File: src/rtl/fetch_unit.sv
`default_nettype none
// ============================================================================
// Module      : fetch_unit
// Description : Instruction fetch stage. Owns the PC, issues one request at a
//               time to instruction memory, holds the current instruction (IR)
//               plus one prefetched instruction (PF), and resolves branch and
//               jump redirects when the datapath consumes the IR.
// Revision    : 1.0 - initial release
// ============================================================================
module fetch_unit #(
    parameter int unsigned       ADDR_W   = 32,
    parameter int unsigned       INSTR_W  = 32,
    parameter int unsigned       PC_STEP  = 4,
    parameter logic [ADDR_W-1:0] RESET_PC = '0
) (
    input  logic               clk,
    input  logic               rst_n,
    // instruction memory
    output logic               imem_req,
    output logic [ADDR_W-1:0]  imem_addr,
    input  logic               imem_ack,
    input  logic [INSTR_W-1:0] imem_rdata,
    // to control unit / datapath
    output logic [INSTR_W-1:0] instr,
    output logic [ADDR_W-1:0]  instr_pc,
    output logic [2:0]         opcode,
    output logic [1:0]         funct2,
    output logic               instr_valid,
    input  logic               instr_ready,
    // branch resolution
    input  logic               blt,
    input  logic               bge,
    input  logic               jmp,
    input  logic               lt_flag,
    input  logic [ADDR_W-1:0]  branch_target
);

    typedef enum logic [2:0] {
        S_BOOT = 3'd0,   // nothing outstanding, IR/PF empty
        S_REQ  = 3'd1,   // IR empty, request outstanding
        S_PREF = 3'd2,   // IR valid, prefetch outstanding
        S_FULL = 3'd3,   // IR and PF valid, memory idle
        S_DISC = 3'd4    // outstanding request whose data is thrown away
    } state_e;

    localparam logic [ADDR_W-1:0] C_STEP = ADDR_W'(PC_STEP);

    state_e             state_q, state_d;
    logic [INSTR_W-1:0] ir_q, ir_d;
    logic [ADDR_W-1:0]  ir_pc_q, ir_pc_d;
    logic [INSTR_W-1:0] pf_q, pf_d;
    logic [ADDR_W-1:0]  pf_pc_q, pf_pc_d;
    logic [ADDR_W-1:0]  req_addr_q, req_addr_d;
    logic [ADDR_W-1:0]  redir_addr_q, redir_addr_d;
    logic               req_q, req_d;
    logic               valid_q, valid_d;

    logic               consume;
    logic               taken;
    logic [ADDR_W-1:0]  next_addr;

    // Branch outcome is only meaningful on the cycle the IR is consumed.
    assign consume   = valid_q & instr_ready;
    assign taken     = jmp | (blt & lt_flag) | (bge & ~lt_flag);
    // Wraps modulo 2^ADDR_W by construction.
    assign next_addr = req_addr_q + C_STEP;

    // Next-state and datapath update for the fetch FSM.
    always_comb begin
        state_d      = state_q;
        ir_d         = ir_q;
        ir_pc_d      = ir_pc_q;
        pf_d         = pf_q;
        pf_pc_d      = pf_pc_q;
        req_addr_d   = req_addr_q;
        redir_addr_d = redir_addr_q;

        unique case (state_q)
            S_BOOT: begin
                req_addr_d = RESET_PC;
                state_d    = S_REQ;
            end
            S_REQ: begin
                if (imem_ack) begin
                    ir_d       = imem_rdata;
                    ir_pc_d    = req_addr_q;
                    req_addr_d = next_addr;
                    state_d    = S_PREF;
                end
            end
            S_PREF: begin
                if (!consume) begin
                    if (imem_ack) begin
                        // Park the prefetch; req_addr moves on so it already
                        // points past PF when the IR is eventually consumed.
                        pf_d       = imem_rdata;
                        pf_pc_d    = req_addr_q;
                        req_addr_d = next_addr;
                        state_d    = S_FULL;
                    end
                end else if (!taken) begin
                    if (imem_ack) begin
                        ir_d       = imem_rdata;
                        ir_pc_d    = req_addr_q;
                        req_addr_d = next_addr;
                    end else begin
                        // Same request keeps running, now as the IR fill.
                        state_d = S_REQ;
                    end
                end else begin
                    if (imem_ack) begin
                        req_addr_d = branch_target;
                        state_d    = S_REQ;
                    end else begin
                        // Address must stay stable until the stale ack.
                        redir_addr_d = branch_target;
                        state_d      = S_DISC;
                    end
                end
            end
            S_FULL: begin
                if (consume) begin
                    if (!taken) begin
                        ir_d    = pf_q;
                        ir_pc_d = pf_pc_q;
                        state_d = S_PREF;
                    end else begin
                        req_addr_d = branch_target;
                        state_d    = S_REQ;
                    end
                end
            end
            S_DISC: begin
                if (imem_ack) begin
                    req_addr_d = redir_addr_q;
                    state_d    = S_REQ;
                end
            end
            default: state_d = S_BOOT;
        endcase

        req_d   = (state_d == S_REQ) || (state_d == S_PREF) || (state_d == S_DISC);
        valid_d = (state_d == S_PREF) || (state_d == S_FULL);
    end

    // State, buffers and registered handshake outputs.
    always_ff @(posedge clk) begin
        if (!rst_n) begin
            state_q      <= S_BOOT;
            ir_q         <= '0;
            ir_pc_q      <= RESET_PC;
            pf_q         <= '0;
            pf_pc_q      <= RESET_PC;
            req_addr_q   <= RESET_PC;
            redir_addr_q <= RESET_PC;
            req_q        <= 1'b0;
            valid_q      <= 1'b0;
        end else begin
            state_q      <= state_d;
            ir_q         <= ir_d;
            ir_pc_q      <= ir_pc_d;
            pf_q         <= pf_d;
            pf_pc_q      <= pf_pc_d;
            req_addr_q   <= req_addr_d;
            redir_addr_q <= redir_addr_d;
            req_q        <= req_d;
            valid_q      <= valid_d;
        end
    end

    assign imem_req    = req_q;
    assign imem_addr   = req_addr_q;
    assign instr       = ir_q;
    assign instr_pc    = ir_pc_q;
    assign instr_valid = valid_q;
    assign opcode      = ir_q[2:0];
    assign funct2      = ir_q[4:3];

endmodule
`default_nettype wire

File: config.mk
export PLATFORM = sky130hd
export DESIGN_NAME = fetch_unit
export DESIGN_NICKNAME = d
export VERILOG_FILES = /design/src/rtl/fetch_unit.sv
export SDC_FILE = /design/constraint.sdc
export NUM_CORES = 1
export LEC_CHECK = 0
export BUFFER_PORTS_ARGS = -buffer_cell sky130_fd_sc_hd__buf_2
export CAP_MARGIN = 25
export CORE_ASPECT_RATIO = 2
export CORE_MARGIN = 8
export CORE_UTILIZATION = 56
export DETAILED_ROUTE_END_ITERATION = 16
export PLACE_DENSITY_LB_ADDON = 0.12
export SLEW_MARGIN = 20
export SYNTH_ARGS = -nofsm -noshare
export SYNTH_HDL_FRONTEND = slang
export SYNTH_SLANG_ARGS = --single-unit
File: constraint.sdc
create_clock -name clk -period 2.1 [get_ports clk]
set_input_delay 0.315 -clock clk [delete_from_list [all_inputs] [get_ports clk]]
set_output_delay 0.315 -clock clk [all_outputs]
set_load 0.005 [all_outputs]
==> run metrics, run 1 <==
CP bufs+invs 2; Pint 6.20 mW; top-area cell type share of the netlist area 0.429; clk_lat worst skew 0.44 ns; WHS Endpoint redir_addr_q[13]; GPL Wtd Cong 0.946; Synth warnings 0; max-slew violations 0; Final Core Density 0.700; sw power 2.66 mW; relative slew slack 0.385; Worst Setup Start Kind flip-flop; Layout Cells excl Fill 1,536; CP required 2.44 ns; dpl hpwl 19,100 um; initial antenna violation count 0; GRT Util Overall 0.259; Post-synth top cells nand2_1, dfxtp_1, a21oi_1; Residual DRC 0; Hold WC Path Type input port to flip-flop; Longest Clk Path Bufs 2; most frequent cell on the critical path buf_12; worst-margin pin slew 0.922 ns; LEAKAGE 4.26 nW; Routed WL 27,400 um; Syn Inst Count 1,139; Crit Path Class flip-flop to flip-flop; via count 9,053; syn avg cell area 8.08 sq um; Crit path arrival time 2.33 ns; Logic pwr share 0.179; Die H 197 um; main flop type after synthesis dfxtp_1; Power Total 8.85 mW; fmax 502 MHz; hold_sp branch_target[13]; Initial DRC Count 559; row count 66; Final Cycle Share 0.949; Die W 107 um; total area of sequential cells 3950 sq um; R2R depth 7; ranking of synthesized cells by area dfxtp_1, nand2_1, a311oi_2, a21oi_1, nand3_1; final hold violation count 0; CTS tree built; PD cells 781 nW/um^2; diode count 0; Top Ports 175; number of global-route vias before repair 8,815; # fillers 1,413; clock power share 0.366; synthesized area 9200 sq um; first-pass GRT wire length 44,500 um; H-tree Lvls 4; pin count of the biggest net entering global routing 102; IO buf count 174; CP peak stage delay 0.47 ns; die area 21,000 sq um; RSZ-0062 raised after global routing no; Post-Route Skew 0.0132 ns; multi-input logic area 4710 sq um; sequential power share 0.455; Core Area 16,200 sq um; Critical Path Fanout Max 32; placed cells 1,504; slowest CP cell or4_4; Peak VDD IR 0.554 mV; hold buffer count at CTS 0; number of synthesized flops with an enable pin 0; initial core utilization 0.568; Worst path top cell family by delay compound AO/OA/AOI/OAI gates; Final setup violation count 0; fin nets 1,392; max cap viols 0; Synth cell types 60; Clock Sinks 197; Avg WL per Cell 17.9 um; status complete, no violations; area grow syn2layout 23.2%; Via-to-Cell Ratio 5.89; Pre-antenna DRT Iters 5; Reg-to-Reg End instr[2]; fin crit period 1.99 ns; CP Cell Sequence o21ai_0 > or4_4 > a21oi_4 > buf_12 > buf_12 > nor2_1 > a311oi_1; sequential cell area fraction in the yosys report 0.429; Mapped Nets 1,212; setup bufs post-CTS 0; R2R Path Start state_q[0]; TritonCTS buffer count 17; Resize count post-CTS 0; global route total overflow 0; root buffer cell clkbuf_16; hold slack 0.119 ns; Setup crit end kind flip-flop; proportion of layout cells with a drive suffix above 1 0.281; most frequent cell after synthesis nand2_1; area leader, netlist dfxtp_1; asr flop ratio synth 0; R2R Setup Slk 0.11 ns; CTS clk-pin slew, worst paths 0.08 ns; switching fraction of total power 0.300; WHS Path Cells 3; Post-DRT Antenna Nets 0; flops & latches, synth 197
-- registers in the layout (all words and copies together) (netlist names) --
| register | count |
|---|---|
| instr_pc | 32 |
| instr_valid | 1 |
| redir_addr_q | 32 |
| instr | 32 |
| pf_q | 32 |
| state_q | 3 |
| imem_addr | 32 |
| imem_req | 1 |
| pf_pc_q | 32 |
-- per-layer routing --
layer,share of wire,GRT usage,vias up
met4,0.036,0.131,0
li1,-,-,4422
met2,0.52,0.459,284
met5,0,0,-
met1,0.39,0.286,4292
met3,0.054,0.0474,55
-- cells by family after synthesis --
| group | after synthesis | share of synthesized area |
|---|---|---|
| and+or+nand+nor | 504 | 0.234 |
| buffers and inverters | 131 | 0.0643 |
| muxes | 5 | 0.00612 |
| DFF | 197 | 0.429 |
| adders and majority gates | 1 | 0.00136 |
| xor gates and xnor gates | 2 | 0.00190 |
| AOI/OAI and AO/OA | 299 | 0.263 |
-- cells in the final DEF, fill, tap and decap left out, drive strengths merged, types with 3 or more instances in the layout --
cell / n
a21oi: 112
a222oi: 9
a22o: 15
a22oi: 16
a311oi: 66
a31oi: 14
and3: 6
and4: 6
buf: 272
clkbuf: 18
clkinv: 5
dfxtp: 197
inv: 29
mux2i: 3
nand2: 277
nand2b: 5
nand3: 71
nand4: 14
nor2: 93
nor2b: 3
nor3: 13
nor4: 7
o21a: 3
o21ai: 6
o22ai: 23
o2bb2ai: 9
o31a: 6
o32ai: 5
-- worst max path at each step --
stage | from | depth (start not counted) | slack, ns | to
global route | state_q[0] | 6 | 0.004 | imem_addr[18]
finish | state_q[0] | 7 | 0.11 | instr[2]
global placement | lt_flag | 8 | -0.16 | instr_pc[22]
floorplan | lt_flag | 6 | 0.15 | instr[11]
detailed placement | lt_flag | 8 | -0.19 | instr[2]
CTS | state_q[0] | 7 | 0.008 | instr[2]
-- power groups by stage --
stage | sequential, mW | clock, mW | combinational [mW]
floorplan | 4.11 | 0 | 0.941
global placement | 4.11 | 0 | 1.56
detailed placement | 4.11 | 0 | 1.59
CTS | 4.02 | 3.29 | 1.59
global route | 4.05 | 3.44 | 1.73
finish | 4.02 | 3.24 | 1.59
-- cell type report --
cell class	instances	share of cell area
Clock buffer	18	0.0387
Multi-Input combinational cell	811	0.416
Sequential cell	197	0.348
Inverter	20	0.00706
Tap cell	204	0.0225
Timing Repair Buffer	272	0.154
Clock inverter	14	0.0137
-- through the flow --
stage	TNS (ns)	area, sq um	setup slack [ns]
2_1_floorplan	0	9200	0.149
3_3_place_gp	-8.23	10700	-0.156
3_5_place_dp	-9.17	10700	-0.193
4_1_cts	0	11300	0.00806
5_1_grt	0	11300	0.00366
6_report	0	11300	0.107
-- tightest hold or removal path, stage by stage --
cell and delay, ns:
buf_2 0.10, nand2_1 0.05, a21oi_1 0.05
(Power assumes the default switching activity.)
==> run 2: changes to the inputs <==
--- a/config.mk
+++ b/config.mk
@@ -7,7 +7,6 @@
 export LEC_CHECK = 0
 export BUFFER_PORTS_ARGS = -buffer_cell sky130_fd_sc_hd__buf_2
 export CAP_MARGIN = 25
-export CORE_ASPECT_RATIO = 2
 export CORE_MARGIN = 8
 export CORE_UTILIZATION = 56
 export DETAILED_ROUTE_END_ITERATION = 16
==> run metrics, run 2 (synthesis gave the netlist of run 1 again) <==
status complete, no violations (unchanged); proportion of layout cells with a drive suffix above 1 0.276 (was 0.281); clk_lat worst skew 0.43 ns (was 0.44 ns); Worst Setup Start Kind flip-flop (unchanged); TritonCTS buffer count 17 (unchanged); fin crit period 1.96 ns (was 1.99 ns); dpl ws -0.184 ns (was -0.193 ns); Metal-1 WL 11,900 um (was 10,600 um); initial antenna violation count 0 (unchanged); Post-Route Skew 0.00712 ns (was 0.0132 ns); pin count of the biggest net entering global routing 179 (was 102); Layout Cells excl Fill 1,540 (was 1,536); most frequent cells in the layout nand2_1, dfxtp_1, buf_2 (unchanged); CTS clk-pin slew, worst paths 0.07 ns (was 0.08 ns); die area 20,800 sq um (was 21,000 sq um); CP required 2.43 ns (was 2.44 ns); fin nets 1,380 (was 1,392); Final Instance Area 11,300 sq um (about the same); Final setup violation count 0 (unchanged); via count 8,998 (was 9,053); relative slew slack 0.335 (was 0.385); global route total overflow 0 (unchanged); Via-to-Cell Ratio 5.84 (was 5.89); fmax 509 MHz (was 502 MHz); H-tree Lvls 4 (unchanged); Routed WL 26,800 um (was 27,400 um); Post-DRT Antenna Nets 0 (unchanged); initial core utilization 0.563 (was 0.568); total area of sequential cells 3950 sq um (about the same); Power Total 8.97 mW (was 8.85 mW); most common cell after layout, fill and taps aside nand2_1 (unchanged); Final Core Density 0.692 (was 0.700); multi-input logic area 4710 sq um (about the same); LEAKAGE 4.21 nW (was 4.26 nW); row count 47 (was 66); Crit Path Class flip-flop to flip-flop (unchanged); final hold violation count 0 (unchanged); Top Ports 175 (unchanged); number of global-route vias before repair 8,275 (was 8,815); Critical Path Fanout Max 25 (was 32); routed wl met3 2250 um (was 1480 um); hold slack 0.123 ns (was 0.119 ns); Final Cycle Share 0.935 (was 0.949); GRT Util Overall 0.256 (was 0.259); Avg WL per Cell 17.4 um (was 17.9 um); Setup WS post-layout 0.137 ns (was 0.107 ns); root buffer cell clkbuf_16 (unchanged); placed cells 1,508 (was 1,504); Die H 144 um (was 197 um); Longest Clk Path Bufs 2 (unchanged); Peak VDD IR 0.591 mV (was 0.554 mV); Hold WC Path Type input port to flip-flop (unchanged); GPL Wtd Cong 0.859 (was 0.946); worst-margin pin slew 0.998 ns (was 0.922 ns); max-slew violations 0 (unchanged); metal2 WL 12,400 um (was 14,400 um); setup_tns 0 ns (unchanged); PD cells 793 nW/um^2 (was 781 nW/um^2); CTS tree built (unchanged); max cap viols 0 (unchanged); Die W 144 um (was 107 um); Residual DRC 0 (unchanged); Clock Sinks 197 (unchanged); RSZ-0062 raised after global routing no (unchanged); Core Area 16,300 sq um (was 16,200 sq um); first-pass GRT wire length 43,100 um (was 44,500 um); Pre-antenna DRT Iters 7 (was 5); Initial DRC Count 842 (was 559); placed inst area 10,700 sq um (about the same); # fillers 1,426 (was 1,413); dpl hpwl 17,700 um (was 19,100 um); top sig layer met4 (unchanged); Setup crit end kind flip-flop (unchanged); diode count 0 (unchanged); area grow syn2layout 23.0% (was 23.2%); IO buf count 174 (unchanged); Crit path arrival time 2.29 ns (was 2.33 ns)
run 2: cell count changes in the layout (fill, tap and decap cells not counted), moves of 2 or more:
cell,delta
buf_4,-16
clkinv_8,-4
inv_6,-4
buf_12,+3
clkinv_2,+3
bufinv_16,+2
clkinvlp_4,+2
run 2: what timing repair did:
item,in CTS,in global routing
gates resized for setup,0,5
buffers inserted,0,0
hold buffers,0,0
endpoints found under the setup margin,0,74
run 2: path summary, 6_finish.rpt:
| kind | startpoint | cells past startpoint | slack (ns) | to |
|---|---|---|---|---|
| worst min-delay path | branch_target[18] | 3 | 0.12 | redir_addr_q[18] |
| worst min register to register | redir_addr_q[28] | 2 | 0.45 | redir_addr_q[28] |
| worst max register to register | instr_valid | 7 | 0.14 | instr_pc[1] |
| worst max-delay path | instr_valid | 7 | 0.14 | instr_pc[1] |
run 2: power by group:
group          leakage, nW  total, mW  switching [mW]  internal (mW)
clock network        0.292       3.34            1.50           1.84
registers             1.60       4.03           0.114           3.91
logic                 2.32       1.60           0.943          0.662
run 2: layout make-up:
cell class / count / area share
sequential: 197 / 0.349
clock buffer: 19 / 0.0400
multi-input combinational: 811 / 0.417
timing repair buffer: 260 / 0.150
inverter: 20 / 0.00708
tap: 220 / 0.0243
clock inverter: 13 / 0.0128
run 2: per-layer routing:
metal  up-vias  global-route usage
li1       4402                   -
met1      4182               0.356
met2       379               0.398
met3        35              0.0479
met4         0              0.0723
met5         -                   0
run 2: worst max-delay path, stage by stage (launching register included):
cell	delay, ns
dfxtp_1	0.37
nand2_1	0.09
or4_4	0.51
a21oi_4	0.18
buf_12	0.16
buf_12	0.18
nor2_1	0.08
a311oi_2	0.27
